--- src/rtl/fifo_wr_arbiter_if.sv ---
// Shared FIFO write-port bundle between the requesters, the arbiter and the FIFO.
// The master view belongs to the arbiter; the slave view belongs to the requesters/FIFO side.
interface fifo_wr_arbiter_if #(
  parameter int data_width = 8,
  parameter int NUM_REQ    = 4
);
  logic [NUM_REQ-1:0]            req;
  logic [NUM_REQ*data_width-1:0] req_data;
  logic [NUM_REQ-1:0]            req_last;
  logic [NUM_REQ-1:0]            ack;
  logic [NUM_REQ-1:0]            gnt;
  logic                          w_en;
  logic [data_width-1:0]         data_in;
  logic                          full;
  logic [15:0]                   stall_cnt;

  modport master (
    input  req, req_data, req_last, full,
    output ack, gnt, w_en, data_in, stall_cnt
  );

  modport slave (
    output req, req_data, req_last, full,
    input  ack, gnt, w_en, data_in, stall_cnt
  );
endinterface

--- src/rtl/fifo_wr_arbiter.sv ---
// Round-robin burst arbiter that shares one FIFO write port among NUM_REQ requesters.
// Writes are back-pressured combinationally by full, so the FIFO never sees a write while full.
module fifo_wr_arbiter #(
  parameter int data_width = 8,
  parameter int NUM_REQ    = 4,
  parameter int MAX_BURST  = 4
) (
  input  logic               w_clk,
  input  logic               wrst_n,
  fifo_wr_arbiter_if.master  bus
);
  localparam int CUR_W  = $clog2(NUM_REQ);
  localparam int BEAT_W = $clog2(MAX_BURST) + 1;

  typedef enum logic {IDLE, BURST} state_t;

  state_t                 state_q;
  logic [NUM_REQ-1:0]     gnt_q;
  logic [CUR_W-1:0]       cur_q;
  logic [CUR_W-1:0]       rr_ptr_q;
  logic [BEAT_W-1:0]      beat_q;
  logic [15:0]            stall_cnt_q;

  logic [CUR_W-1:0]       pick_d;
  logic                   pick_vld_d;
  logic [CUR_W-1:0]       next_ptr_d;
  logic                   owner_req;
  logic                   wr;
  logic                   last_hit;

  // Scan downward so the requester closest above rr_ptr_q is the one left in pick_d.
  always_comb begin
    pick_d     = rr_ptr_q;
    pick_vld_d = 1'b0;
    for (int k = NUM_REQ - 1; k >= 0; k--) begin
      if (bus.req[(int'(rr_ptr_q) + k) % NUM_REQ]) begin
        pick_d     = CUR_W'((int'(rr_ptr_q) + k) % NUM_REQ);
        pick_vld_d = 1'b1;
      end
    end
  end

  assign owner_req  = bus.req[cur_q];
  assign wr         = (state_q == BURST) && owner_req && !bus.full;
  assign last_hit   = bus.req_last[cur_q] || (beat_q == BEAT_W'(MAX_BURST - 1));
  assign next_ptr_d = (cur_q == CUR_W'(NUM_REQ - 1)) ? '0 : cur_q + 1'b1;

  always_ff @(posedge w_clk) begin
    if (!wrst_n) begin
      state_q     <= IDLE;
      gnt_q       <= '0;
      cur_q       <= '0;
      rr_ptr_q    <= '0;
      beat_q      <= '0;
      stall_cnt_q <= '0;
    end else begin
      case (state_q)
        IDLE: begin
          if (pick_vld_d) begin
            state_q <= BURST;
            gnt_q   <= {{(NUM_REQ-1){1'b0}}, 1'b1} << pick_d;
            cur_q   <= pick_d;
            beat_q  <= '0;
          end
        end
        BURST: begin
          if (bus.full && owner_req && (stall_cnt_q != 16'hFFFF))
            stall_cnt_q <= stall_cnt_q + 16'd1;
          // An owner dropping req abandons the burst; a write on the last beat completes it.
          if (!owner_req || (wr && last_hit)) begin
            state_q  <= IDLE;
            gnt_q    <= '0;
            rr_ptr_q <= next_ptr_d;
          end else if (wr) begin
            beat_q <= beat_q + 1'b1;
          end
        end
        default: state_q <= IDLE;
      endcase
    end
  end

  assign bus.w_en      = wr;
  assign bus.data_in   = (state_q == BURST) ? bus.req_data[int'(cur_q)*data_width +: data_width]
                                            : '0;
  assign bus.ack       = wr ? gnt_q : '0;
  assign bus.gnt       = gnt_q;
  assign bus.stall_cnt = stall_cnt_q;
endmodule

--- src/flat_wrapper.sv ---
// flat-port wrapper written by rule: the top's interface ports become plain ports
module fifo_wr_arbiter_flat 
#(
  parameter int data_width = 8,
  parameter int NUM_REQ    = 4,
  parameter int MAX_BURST  = 4
)
  (w_clk, wrst_n, bus_req, bus_req_data, bus_req_last, bus_full, bus_ack, bus_gnt, bus_w_en, bus_data_in, bus_stall_cnt);
  fifo_wr_arbiter_if #(.data_width(data_width), .NUM_REQ(NUM_REQ)) bus_i ();
  input  logic w_clk;
  input  logic wrst_n;
  input wire logic [$bits(bus_i.req)-1:0] bus_req;
  input wire logic [$bits(bus_i.req_data)-1:0] bus_req_data;
  input wire logic [$bits(bus_i.req_last)-1:0] bus_req_last;
  input wire logic [$bits(bus_i.full)-1:0] bus_full;
  output wire logic [$bits(bus_i.ack)-1:0] bus_ack;
  output wire logic [$bits(bus_i.gnt)-1:0] bus_gnt;
  output wire logic [$bits(bus_i.w_en)-1:0] bus_w_en;
  output wire logic [$bits(bus_i.data_in)-1:0] bus_data_in;
  output wire logic [$bits(bus_i.stall_cnt)-1:0] bus_stall_cnt;
  assign bus_i.req = bus_req;
  assign bus_i.req_data = bus_req_data;
  assign bus_i.req_last = bus_req_last;
  assign bus_i.full = bus_full;
  assign bus_ack = bus_i.ack;
  assign bus_gnt = bus_i.gnt;
  assign bus_w_en = bus_i.w_en;
  assign bus_data_in = bus_i.data_in;
  assign bus_stall_cnt = bus_i.stall_cnt;
  fifo_wr_arbiter #(.data_width(data_width), .NUM_REQ(NUM_REQ), .MAX_BURST(MAX_BURST)) u_core (.w_clk(w_clk), .wrst_n(wrst_n), .bus(bus_i));
endmodule
--- config.mk ---
export PLATFORM = sky130hd
export DESIGN_NAME = fifo_wr_arbiter_flat
export DESIGN_NICKNAME = d
export VERILOG_FILES = /design/src/rtl/fifo_wr_arbiter_if.sv /design/src/rtl/fifo_wr_arbiter.sv /design/src/flat_wrapper.sv
export SDC_FILE = /design/constraint.sdc
export NUM_CORES = 1
export LEC_CHECK = 0
export ABC_AREA = 1
export CAP_MARGIN = 20
export CORE_ASPECT_RATIO = 0.7
export CORE_MARGIN = 1.5
export CORE_UTILIZATION = 45
export DETAILED_ROUTE_END_ITERATION = 8
export GPL_TIMING_DRIVEN = 0
export PLACE_DENSITY = 0.89
export SLEW_MARGIN = 20
export SYNTH_ARGS = -nofsm -noshare
export SYNTH_HDL_FRONTEND = slang
export SYNTH_SLANG_ARGS = --single-unit
--- constraint.sdc ---
create_clock -name w_clk -period 2.1 [get_ports w_clk]
set_input_delay 0.21 -clock w_clk [delete_from_list [all_inputs] [get_ports w_clk]]
set_output_delay 0.21 -clock w_clk [all_outputs]
set_load 0.01 [all_outputs]
==> results of run 1 <==
worst register-to-register path: cells and delay by family (launching register included):
family / cells / cell delay, ns
adder cells (fa/ha/maj): 1 / 0.21
AO/OA/AOI/OAI: 1 / 0.18
AND/OR/NAND/NOR: 5 / 0.80
flip-flops: 1 / 0.41
buffers and inverters: 1 / 0.17
through the flow:
step | util (%) | total power [mW]
after floorplan | - | 1.88
final | 68.1 | 2.88
after global placement | 66.0 | 2.36
after detailed placement | 66.0 | 2.43
after CTS | 67.7 | 2.83
after global routing | 68.1 | 3.12
cell type report:
| type | count | share of cell area [%] |
|---|---|---|
| Buffer | 10 | 2.64 |
| Sequential cell | 28 | 18.9 |
| Timing Repair Buffer | 76 | 25.1 |
| Clock buffer | 3 | 1.38 |
| Inverter | 46 | 6.04 |
| Multi-Input combinational cell | 266 | 42.7 |
| Clock inverter | 1 | 1.01 |
| Tap cell | 55 | 2.31 |
worst max path at each step:
stage,from,to,cells after the start
floorplan,u_core.bus.stall_cnt[0]$_SDFFE_PN0P_,u_core.bus.stall_cnt[1]$_SDFFE_PN0P_,9
global placement,bus_req[2],bus_ack[1],6
detailed placement,bus_req[2],bus_ack[1],6
CTS,bus_req[2],bus_ack[2],6
global route,bus_req[2],bus_ack[2],6
finish,bus_req[2],bus_ack[2],6
repair_timing:
item,4_1_cts,5_1_grt
endpoints found under the setup margin,13,2
endpoints found under the hold margin,0,0
pin swaps,0,1
setup buffers,0,1
resized for setup,18,2
state kept, by name, summed over array words and instances, names as in the netlist:
register,flops
u_core.bus.gnt,4
u_core.beat_q,3
u_core.cur_q,2
u_core.rr_ptr_q,2
u_core.bus.stall_cnt,16
u_core.state_q,1
power by group:
part	internal [mW]	switching, mW
logic	0.674	1.03
clock network	0.255	0.175
registers	0.637	0.106
total	1.57	1.31
cells by family after synthesis:
group / count (synthesis) / share of synthesized area (%)
simple gates: 192 / 39.2
compound gates: 62 / 15.9
xor+xnor: 8 / 3.38
fa+ha+maj: 4 / 2.42
flops: 28 / 27.1
buf+inv: 56 / 12.1
layer usage:
layer / routed length, µm / share of wire, %
met4: 61 / 0.98
met3: 401 / 6.4
met5: 0 / 0
met1: 2970 / 48
met2: 2800 / 45
Yosys cell counts (all sizes together):
library cell / instances / area, µm²
nand2: 95 / 387
and3: 1 / 6.26
a21oi: 30 / 150
nand3: 23 / 115
xnor2: 2 / 17.5
buf: 7 / 60.1
clkbuf: 3 / 11.3
nor2: 61 / 234
nor3: 5 / 25.0
o21ai: 30 / 165
inv: 44 / 170
o211ai: 1 / 7.51
clkinv: 2 / 8.75
dfxtp: 28 / 561
nand3b: 1 / 7.51
nand4: 6 / 37.5
ha: 4 / 50.1
a31oi: 1 / 6.26
xor2: 6 / 52.6
==> impl_results.md, run 1 <==
- Clock sinks: 28
- Layout cells sized above 1: 9.30%
- R2r startpoint: u_core.bus.stall_cnt[0]$_SDFFE_PN0P_
- WL/cell: 12.8 µm
- Final GP Congestion: 0.942
- Placed inst area: 2890 µm²
- Reg area: 563 µm²
- Worst Min Path Start: u_core.bus.gnt[0]$_SDFFE_PN0P_
- CTS tree: yes
- Detailed Routing Iterations Pass 1: 5
- Worst path bufs/invs: 2
- Placed cells: 480
- First-pass GRT wire length: 9870 µm
- Drt initial violations: 243
- Post-Place Setup Slack: -0.116 ns
- N_diodes: 0
- DRC violations left: 0
- Max clock buf depth: 2
- Htree depth: 1
- Global route hottest layer: met2
- CP arrival: 1.83 ns
- Status: complete, no violations
- Crit Path Class: in -> out
- Yosys Warn Count: 0
- Cell depth of the worst min-delay path: 2
- Hold-fix buffers, CTS: 0
- Slowest Stage Delay on Critical Path: 0.54 ns
- LEAKAGE: 1.35 nW
- Final Cell Area: 2980 µm²
- Post-route clock period utilization: 97.2%
- Reg2Reg Depth: 8
- Post-Syn Nets: 397
- Initial antenna violation count: 0
- Gate Count Post-Synth: 350
- PD cells: 964 nW/µm²
- Area of the mapped netlist: 2070 µm²
- Critical path peak fanout: 6
- CTS clk-pin slew, worst paths: 0.10 ns
- Vias in the first global route: 2215
- Slew at the pin closest to its max-slew limit: 0.510 ns
- FP Rows: 20
- Port-buffer cells: 75
- Worst setup SP type: primary input
- Met2 Use GR: 40.3%
- Largest net degree at the start of global routing: 17
- Most frequent cells in the layout: nand2_1 (85), clkdlybuf4s50_1 (64), nor2_1 (59), inv_1 (37), a21oi_1 (30)
- Max-cap violation count: 0
- Reg2reg end: u_core.bus.stall_cnt[12]$_SDFFE_PN0P_
- Clk_skew: 0.0112 ns
- Crit path top cell by count: clkdlybuf4s50_1
- Register area share after synthesis: 27.1%
- Final non-filler cell total: 485
- Worst Hold Slack: 0.499 ns
- Most common cell after layout, fill and taps aside: nand2_1
- Die Width: 84.1 µm
- Vias per inst: 5.24
- Setup violations, final: 0
- Filler instances: 381
- Max Freq: 490 MHz
- Initial Utilization: 47.3%
- Peak VDD IR: 0.633 mV
- Final Slew Violations: 0
- Crit path cell chain: clkdlybuf4s50_1, o21ai_1, o21ai_2, nand3_4, nor2_1, clkdlybuf4s50_1
- Setup slack, reg-to-reg: 0.26 ns
- Core area: 4380 µm²
- WP data required: 1.89 ns
- Wirelength, routed: 6230 µm
- #FFs+latches synth: 28
- Slowest CP cell: clkdlybuf4s50_1
- Met3 Use GR: 3.87%
- Crit. End Element: output pin
- Via count: 2541
- Multi-input logic area: 1270 µm²
- Hpwl dp: 4740 µm
- I/O Pins: 76
- Final-report hold violation count: 0
- Met1 Use GR: 33.2%
- Avg Cell Area, Syn: 5.92 µm²
- CTS root buf: clkbuf_8
- Hold Crit Endpoint: u_core.bus.gnt[0]$_SDFFE_PN0P_
- Total gr overflow: 0
- Number of distinct library cells after synthesis: 29
- Fin crit period: 2.04 ns
- Area grow syn2layout: 44.0%
- Hold Crit Class: reg -> reg
- Die Ht: 59.8 µm
- Nets: 478
- Clock Latency Late Sink: 0.28 ns
- Post-route setup slack: 0.0589 ns
- Total negative slack: 0 ns
- Die ar.: 5030 µm²
- Crit path max-delay family: buffers and inverters
- Max_slew headroom: 66.0%
- CTS buffer count: 3
- Final ANT Viol Nets: 0
- GR Util All Layers: 24.1%
Power figures use the tool's default switching activity.
==> run 2: changes to the inputs <==
--- a/config.mk
+++ b/config.mk
@@ -5,14 +5,13 @@
 export SDC_FILE = /design/constraint.sdc
 export NUM_CORES = 1
 export LEC_CHECK = 0
-export ABC_AREA = 1
 export CAP_MARGIN = 20
 export CORE_ASPECT_RATIO = 0.7
 export CORE_MARGIN = 1.5
-export CORE_UTILIZATION = 45
+export CORE_UTILIZATION = 42
 export DETAILED_ROUTE_END_ITERATION = 8
 export GPL_TIMING_DRIVEN = 0
-export PLACE_DENSITY = 0.89
+export PLACE_DENSITY = 0.82
 export SLEW_MARGIN = 20
 export SYNTH_ARGS = -nofsm -noshare
 export SYNTH_HDL_FRONTEND = slang
==> run 2 against run 1 <==
- worst setup slack got worse by 0.0038 ns
- clock skew decreased by 0.0057 ns
- sequential share of layout area increased by 2.2 points
- cell area decreased by 9.9%
- clock-buffer cell count unchanged
- clock power decreased by 3%
- maximum frequency decreased by 0.19%
- first-iteration DRC count decreased by 57%
- flip-flop and latch count unchanged
- critical path depth increased by 2
- via count decreased by 29%
- cell count decreased by 33%
==> impl_results.md, run 2 <==
- Setup violations, final: 0
- Main flop type after synthesis: dfxtp_1
- Post-route setup slack: 0.0551 ns
- Placed inst area: 2530 µm²
- Most common cell after layout, fill and taps aside: clkdlybuf4s50_1
- Final ANT Viol Nets: 0
- Crit path top cell by count: buf_4
- Largest register FFs: 16
- Max clock buf depth: 2
- CTS clk-pin slew, worst paths: 0.09 ns
- Layout cells sized above 1: 12.0%
- Most frequent cells in the layout: clkdlybuf4s50_1 (58), dfxtp_1 (26), dlygate4sd2_1 (16), nor2_1 (15), and2_1 (14)
- Crit. End Element: register
- Htree depth: 1
- N_diodes: 0
- WL/cell: 16.0 µm
- Post-synth top area cell: dfxtp_1
- Total gr overflow: 0
- Cell depth of the worst min-delay path: 2
- CTS root buf: clkbuf_8
- RSZ-0062 raised after global routing: true
- Drt initial violations: 105
- Worst setup SP type: register
- FP Rows: 19
- Slowest Stage Delay on Critical Path: 0.48 ns
- Slew at the pin closest to its max-slew limit: 0.525 ns
- Die Ht: 56.5 µm
- Slowest CP cell: or4_4
- Area of the mapped netlist: 1720 µm²
- Clk_skew: 0.00550 ns
- CTS tree: yes
- Clock Latency Late Sink: 0.27 ns
- #FFs+latches synth: 28
- Crit path max-delay family: simple AND/OR/NAND/NOR gates
- Max Freq: 489 MHz
- Nets: 322
- Final-report hold violation count: 0
- Crit Path Class: reg -> reg
- Max_slew headroom: 65.0%
- Final Slew Violations: 0
- Synth top area share: 32.7%
- Count leader, synth: dfxtp_1
- Worst path bufs/invs: 3
- Initial antenna violation count: 0
- GR Util All Layers: 23.3%
- CP Depth: 8
- Avg Cell Area, Syn: 9.08 µm²
- Die Width: 79.4 µm
- Number of distinct library cells after synthesis: 44
- WP data required: 2.31 ns
- Number of synthesized flops with an enable pin: 0
- Vias in the first global route: 1659
- First-pass GRT wire length: 7980 µm
- Initial Utilization: 43.7%
- CP arrival: 2.26 ns
- Hold-fix buffers, CTS: 0
- Final GP Congestion: 0.885
- Max-cap violation count: 0
- PD cells: 489 nW/µm²
- Placed cells: 316
- Peak VDD IR: 0.421 mV
- Status: complete, no violations
- List of most frequent post-synthesis cells: dfxtp_1 (28), nor2_1 (16), and2_1 (14)
- Yosys Warn Count: 0
- Register area share after synthesis: 32.7%
- Largest net degree at the start of global routing: 17
- Core area: 3920 µm²
- Reg2Reg Depth: 8
- CTS buffer count: 3
- Fin crit period: 2.04 ns
- Post-Place Setup Slack: -0.347 ns
- Hpwl dp: 3800 µm
- Clock sinks: 28
- Die ar.: 4480 µm²
- Post-route clock period utilization: 97.4%
- Detailed Routing Iterations Pass 1: 4
- Vias per inst: 5.56
- Top area cells in the synthesized netlist: dfxtp_1 (33%), mux4_2 (12%), and2_1 (5.1%)
- I/O Pins: 76
- Via count: 1811
- Gate Count Post-Synth: 189
- DRC violations left: 0
- Hold Crit Class: reg -> reg
- Pwr Total: 1.31 mW
- Final Cell Area: 2690 µm²
- Area grow syn2layout: 56.8%
- LEAKAGE: 1.02 nW
- Critical path peak fanout: 10
- Async set or reset register ratio after synthesis: 0%
- Final non-filler cell total: 326
- Final core utilization: 68.6%
- Wirelength, routed: 5200 µm
- Port-buffer cells: 75
- Crit path cell chain: buf_4, mux4_2, buf_4, nand3_1, a31o_1, buf_6, or4_4, a21oi_2
- Post-Syn Nets: 236
## run 2: cell types whose count changed after synthesis, sizes merged, moves of 7 or more
cell / before / now
nand3: 23 / 12
mux4: 0 / 9
nor2: 61 / 16
inv: 44 / 5
and2: 0 / 14
o21ai: 30 / 11
mux2i: 0 / 7
a21oi: 30 / 7
nand2: 95 / 8
## run 2: repair_timing
item | in CTS | in global routing
endpoints found under the hold margin | 0 | 0
gates resized for setup | 29 | 6
buffers inserted | 3 | 3
endpoints found under the setup margin | 18 | 14
## run 2: logic make-up (layout without fill, tap and decap cells)
family,count (synthesis),count (layout),share of synthesized area (%)
and+or+nand+nor,82,82,26.6
AOI/OAI and AO/OA,40,40,15.7
xor gates and xnor gates,5,5,2.55
adders and majority gates,4,4,2.92
buffers and inverters,14,99,3.65
DFF,28,28,32.7
muxes,16,16,15.9
## run 2: per-layer routing
layer  wire [µm]  part of all wire, %  vias to the layer above  global-route usage (%)
met3         272                  5.2                        4                    3.74
met1        2490                   48                      864                    34.0
met5           0                    0                        -                       0
li1            -                    -                      883                       -
met2        2390                   46                       60                    35.9
met4          43                 0.83                        0                    5.51
## run 2: worst paths after layout
path,startpoint,to,slack [ns]
hold reg to reg,u_core.bus.stall_cnt[13]$_SDFFE_PN0P_,u_core.bus.stall_cnt[13]$_SDFFE_PN0P_,0.49
hold / removal,u_core.bus.stall_cnt[13]$_SDFFE_PN0P_,u_core.bus.stall_cnt[13]$_SDFFE_PN0P_,0.49
setup / recovery,u_core.cur_q[0]$_SDFFE_PN0P_,u_core.bus.stall_cnt[7]$_SDFFE_PN0P_,0.06
setup reg to reg,u_core.cur_q[0]$_SDFFE_PN0P_,u_core.bus.stall_cnt[7]$_SDFFE_PN0P_,0.06
## run 2: layout make-up
class / instances / area [µm²]
fillers: 330 / 1230
multi-input cells: 147 / 1130
repair buffers: 81 / 778
flip-flops and latches: 28 / 568
well taps: 52 / 65.1
plain buffers: 9 / 60.1
clock buffers: 3 / 41.3
clock inverters: 1 / 30.0
inverters: 5 / 18.8
## run 2: through the flow
step,hold WS [ns],setup TNS [ns]
after global routing,0.515,-0.0759
after CTS,0.481,0
final,0.489,0
after detailed placement,0.463,-3.52
after global placement,0.456,-2.81
after floorplan,0.365,0
## run 2: power breakdown
part	internal, mW	leakage [nW]	switching, mW	total (mW)
registers	0.548	0.228	0.0200	0.568
clock network	0.255	0.0357	0.163	0.419
logic	0.192	0.759	0.136	0.329
total	0.995	1.02	0.320	1.31
## run 2: worst reg2reg max path, stage by stage, from the launching register on
cell     delay [ns]
dfxtp_4        0.38
buf_4          0.14
mux4_2         0.23
buf_4          0.12
nand3_1        0.09
a31o_1         0.25
buf_6          0.15
or4_4          0.48
a21oi_2        0.13
==> run 3: changes to the inputs <==
--- a/config.mk
+++ b/config.mk
@@ -8,10 +8,12 @@
 export CAP_MARGIN = 20
 export CORE_ASPECT_RATIO = 0.7
 export CORE_MARGIN = 1.5
-export CORE_UTILIZATION = 42
+export CORE_UTILIZATION = 50
 export DETAILED_ROUTE_END_ITERATION = 8
+export DONT_BUFFER_PORTS = 1
 export GPL_TIMING_DRIVEN = 0
-export PLACE_DENSITY = 0.82
+export MAX_ROUTING_LAYER = met4
+export PLACE_DENSITY = 0.67
 export SLEW_MARGIN = 20
 export SYNTH_ARGS = -nofsm -noshare
 export SYNTH_HDL_FRONTEND = slang
==> run 3 against run 2 <==
- register-to-register slack gained 0.06 ns
- worst hold slack lost 0.40 ns
- critical path depth shrank 5
- non-clock buffer count shrank 79
- power shrank 10%
- worst setup slack gained 0.035 ns
- clock-buffer cell count is the same
- clock skew shrank 0.0034 ns
- global-route usage grew 0.22 points
- cell count shrank 26%
- clock power is essentially flat
- utilization shrank 10 points
- highest routed layer unchanged
==> impl_results.md, run 3 (synthesis results as in run 2) <==
- Status: complete, no violations
- DRC violations left: 0
- GR Util All Layers: 23.5%
- Peak VDD IR: 0.381 mV
- Via count: 1518
- CTS tree: yes
- CTS root buf: clkbuf_8
- RSZ-0062 raised after global routing: false
- Clock Latency Late Sink: 0.27 ns
- Setup slack, reg-to-reg: 0.12 ns
- Htree depth: 1
- Final GP Congestion: 0.928
- Clk_skew: 0.00207 ns
- CTS buffer count: 3
- Die ar.: 3800 µm²
- Total gr overflow: 0
- Critical path peak fanout: 10
- Nets: 243
- CP arrival: 1.80 ns
- Max-cap violation count: 0
- Initial antenna violation count: 0
- Final ANT Viol Nets: 0
- Placed inst area: 1770 µm²
- Top routing layer used: met4
- Most common cell after layout, fill and taps aside: dfxtp_1
- WL/cell: 18.3 µm
- Most frequent cells in the layout: dfxtp_1 (26), nor2_1 (15), and2_1 (14), nand3_1 (12), o21ai_0 (10)
- Post-route clock period utilization: 95.7%
- Final Slew Violations: 0
- WP data required: 1.89 ns
- Crit Path Class: reg -> out
- Setup violations, final: 0
- Final Cell Area: 1880 µm²
- Area grow syn2layout: 9.77%
- Max_slew headroom: 67.1%
- I/O Pins: 76
- Max clock buf depth: 2
- Clock sinks: 28
- Post-Route M1 WL: 1950 µm
- Largest net degree at the start of global routing: 17
- Worst Hold Slack: 0.0914 ns
- Wirelength, routed: 4420 µm
- CTS clk-pin slew, worst paths: 0.09 ns
- Drt initial violations: 113
- Worst setup SP type: register
- FP Rows: 17
- Largest register FFs: 16
- Die Ht: 52.0 µm
- Pwr Total: 1.18 mW
- Met3 WL: 353 µm
- Final-report hold violation count: 0
- PD cells: 628 nW/µm²
- Die Width: 73.0 µm
- Crit. End Element: output pin
- Hold Crit Class: in -> reg
- Core area: 3210 µm²
- First-pass GRT wire length: 6530 µm
- N_diodes: 0
- Vias per inst: 6.27
- LEAKAGE: 0.643 nW
- Max Freq: 498 MHz
- Met2 Routed Length: 2080 µm
- Fin crit period: 2.01 ns
- Initial Utilization: 53.4%
- Detailed Routing Iterations Pass 1: 4
- Vias in the first global route: 1415
- Hpwl dp: 3500 µm
- Layout cells sized above 1: 12.3%
- Port-buffer cells: 0
- Slew at the pin closest to its max-slew limit: 0.489 ns
-- run 3: changes by cell type in the layout (fill, tap and decap cells not counted), moves of 2 or more --
cell,change
dfxtp_4,-2
buf_4,-4
dlygate4sd2_1,-16
a21oi_1,+2
a21oi_2,-2
clkdlybuf4s50_1,-58
dfxtp_2,+2
-- run 3: through the flow --
step                std cells  setup slack [ns]  TNS (ns)  util, %
finish                    242            0.0900         0     58.6
global route              242           0.00715         0     58.6
CTS                       240           0.00587         0     57.7
detailed placement        236           -0.0883    -0.231     55.2
global placement          236           -0.0498   -0.0711     55.2
floorplan                 189             0.274         0        -
-- run 3: layout make-up --
class / instances / area (µm²)
fill: 278 / 1330
multi-input combinational: 147 / 1110
sequential: 28 / 563
tap: 47 / 58.8
buffer: 9 / 46.3
clock buffer: 3 / 41.3
clock inverter: 1 / 30.0
inverter: 5 / 18.8
timing repair buffer: 2 / 15.0
-- run 3: final timing paths --
kind,from,to,cells after the start
setup / recovery,u_core.cur_q[0]$_SDFFE_PN0P_,bus_data_in[3],3
hold / removal,wrst_n,u_core.bus.stall_cnt[13]$_SDFFE_PN0P_,2
setup reg to reg,u_core.bus.stall_cnt[4]$_SDFFE_PN0P_,u_core.bus.stall_cnt[11]$_SDFFE_PN0P_,5
hold reg to reg,u_core.beat_q[2]$_SDFFE_PN0P_,u_core.beat_q[2]$_SDFFE_PN0P_,2
-- run 3: critical path, cell delays in order, from the launching register on --
cell and delay [ns]:
dfxtp_1 0.47, clkbuf_4 0.31, mux4_2 0.53, and2_1 0.21
-- run 3: repair_timing --
item | 4_1_cts | 5_1_grt
gates cloned | 0 | 0
hold buffers | 0 | 0
resized for setup | 2 | 5
pin swaps | 0 | 2
setup buffers | 0 | 2
setup endpoints to repair | 12 | 27
-- run 3: report_power, final --
| group | internal (mW) | leakage [nW] | total (mW) | switching [mW] |
|---|---|---|---|---|
| Clock | 0.255 | 0.0357 | 0.420 | 0.165 |
| Combinational | 0.0874 | 0.380 | 0.190 | 0.102 |
| Sequential | 0.548 | 0.228 | 0.572 | 0.0244 |
-- run 3: layer usage --
layer  global-route usage (%)  up-vias
met1                     29.0      708
met5                        -        -
met3                     4.65        6
met2                     40.3       77
li1                         -      727
met4                     4.40        0
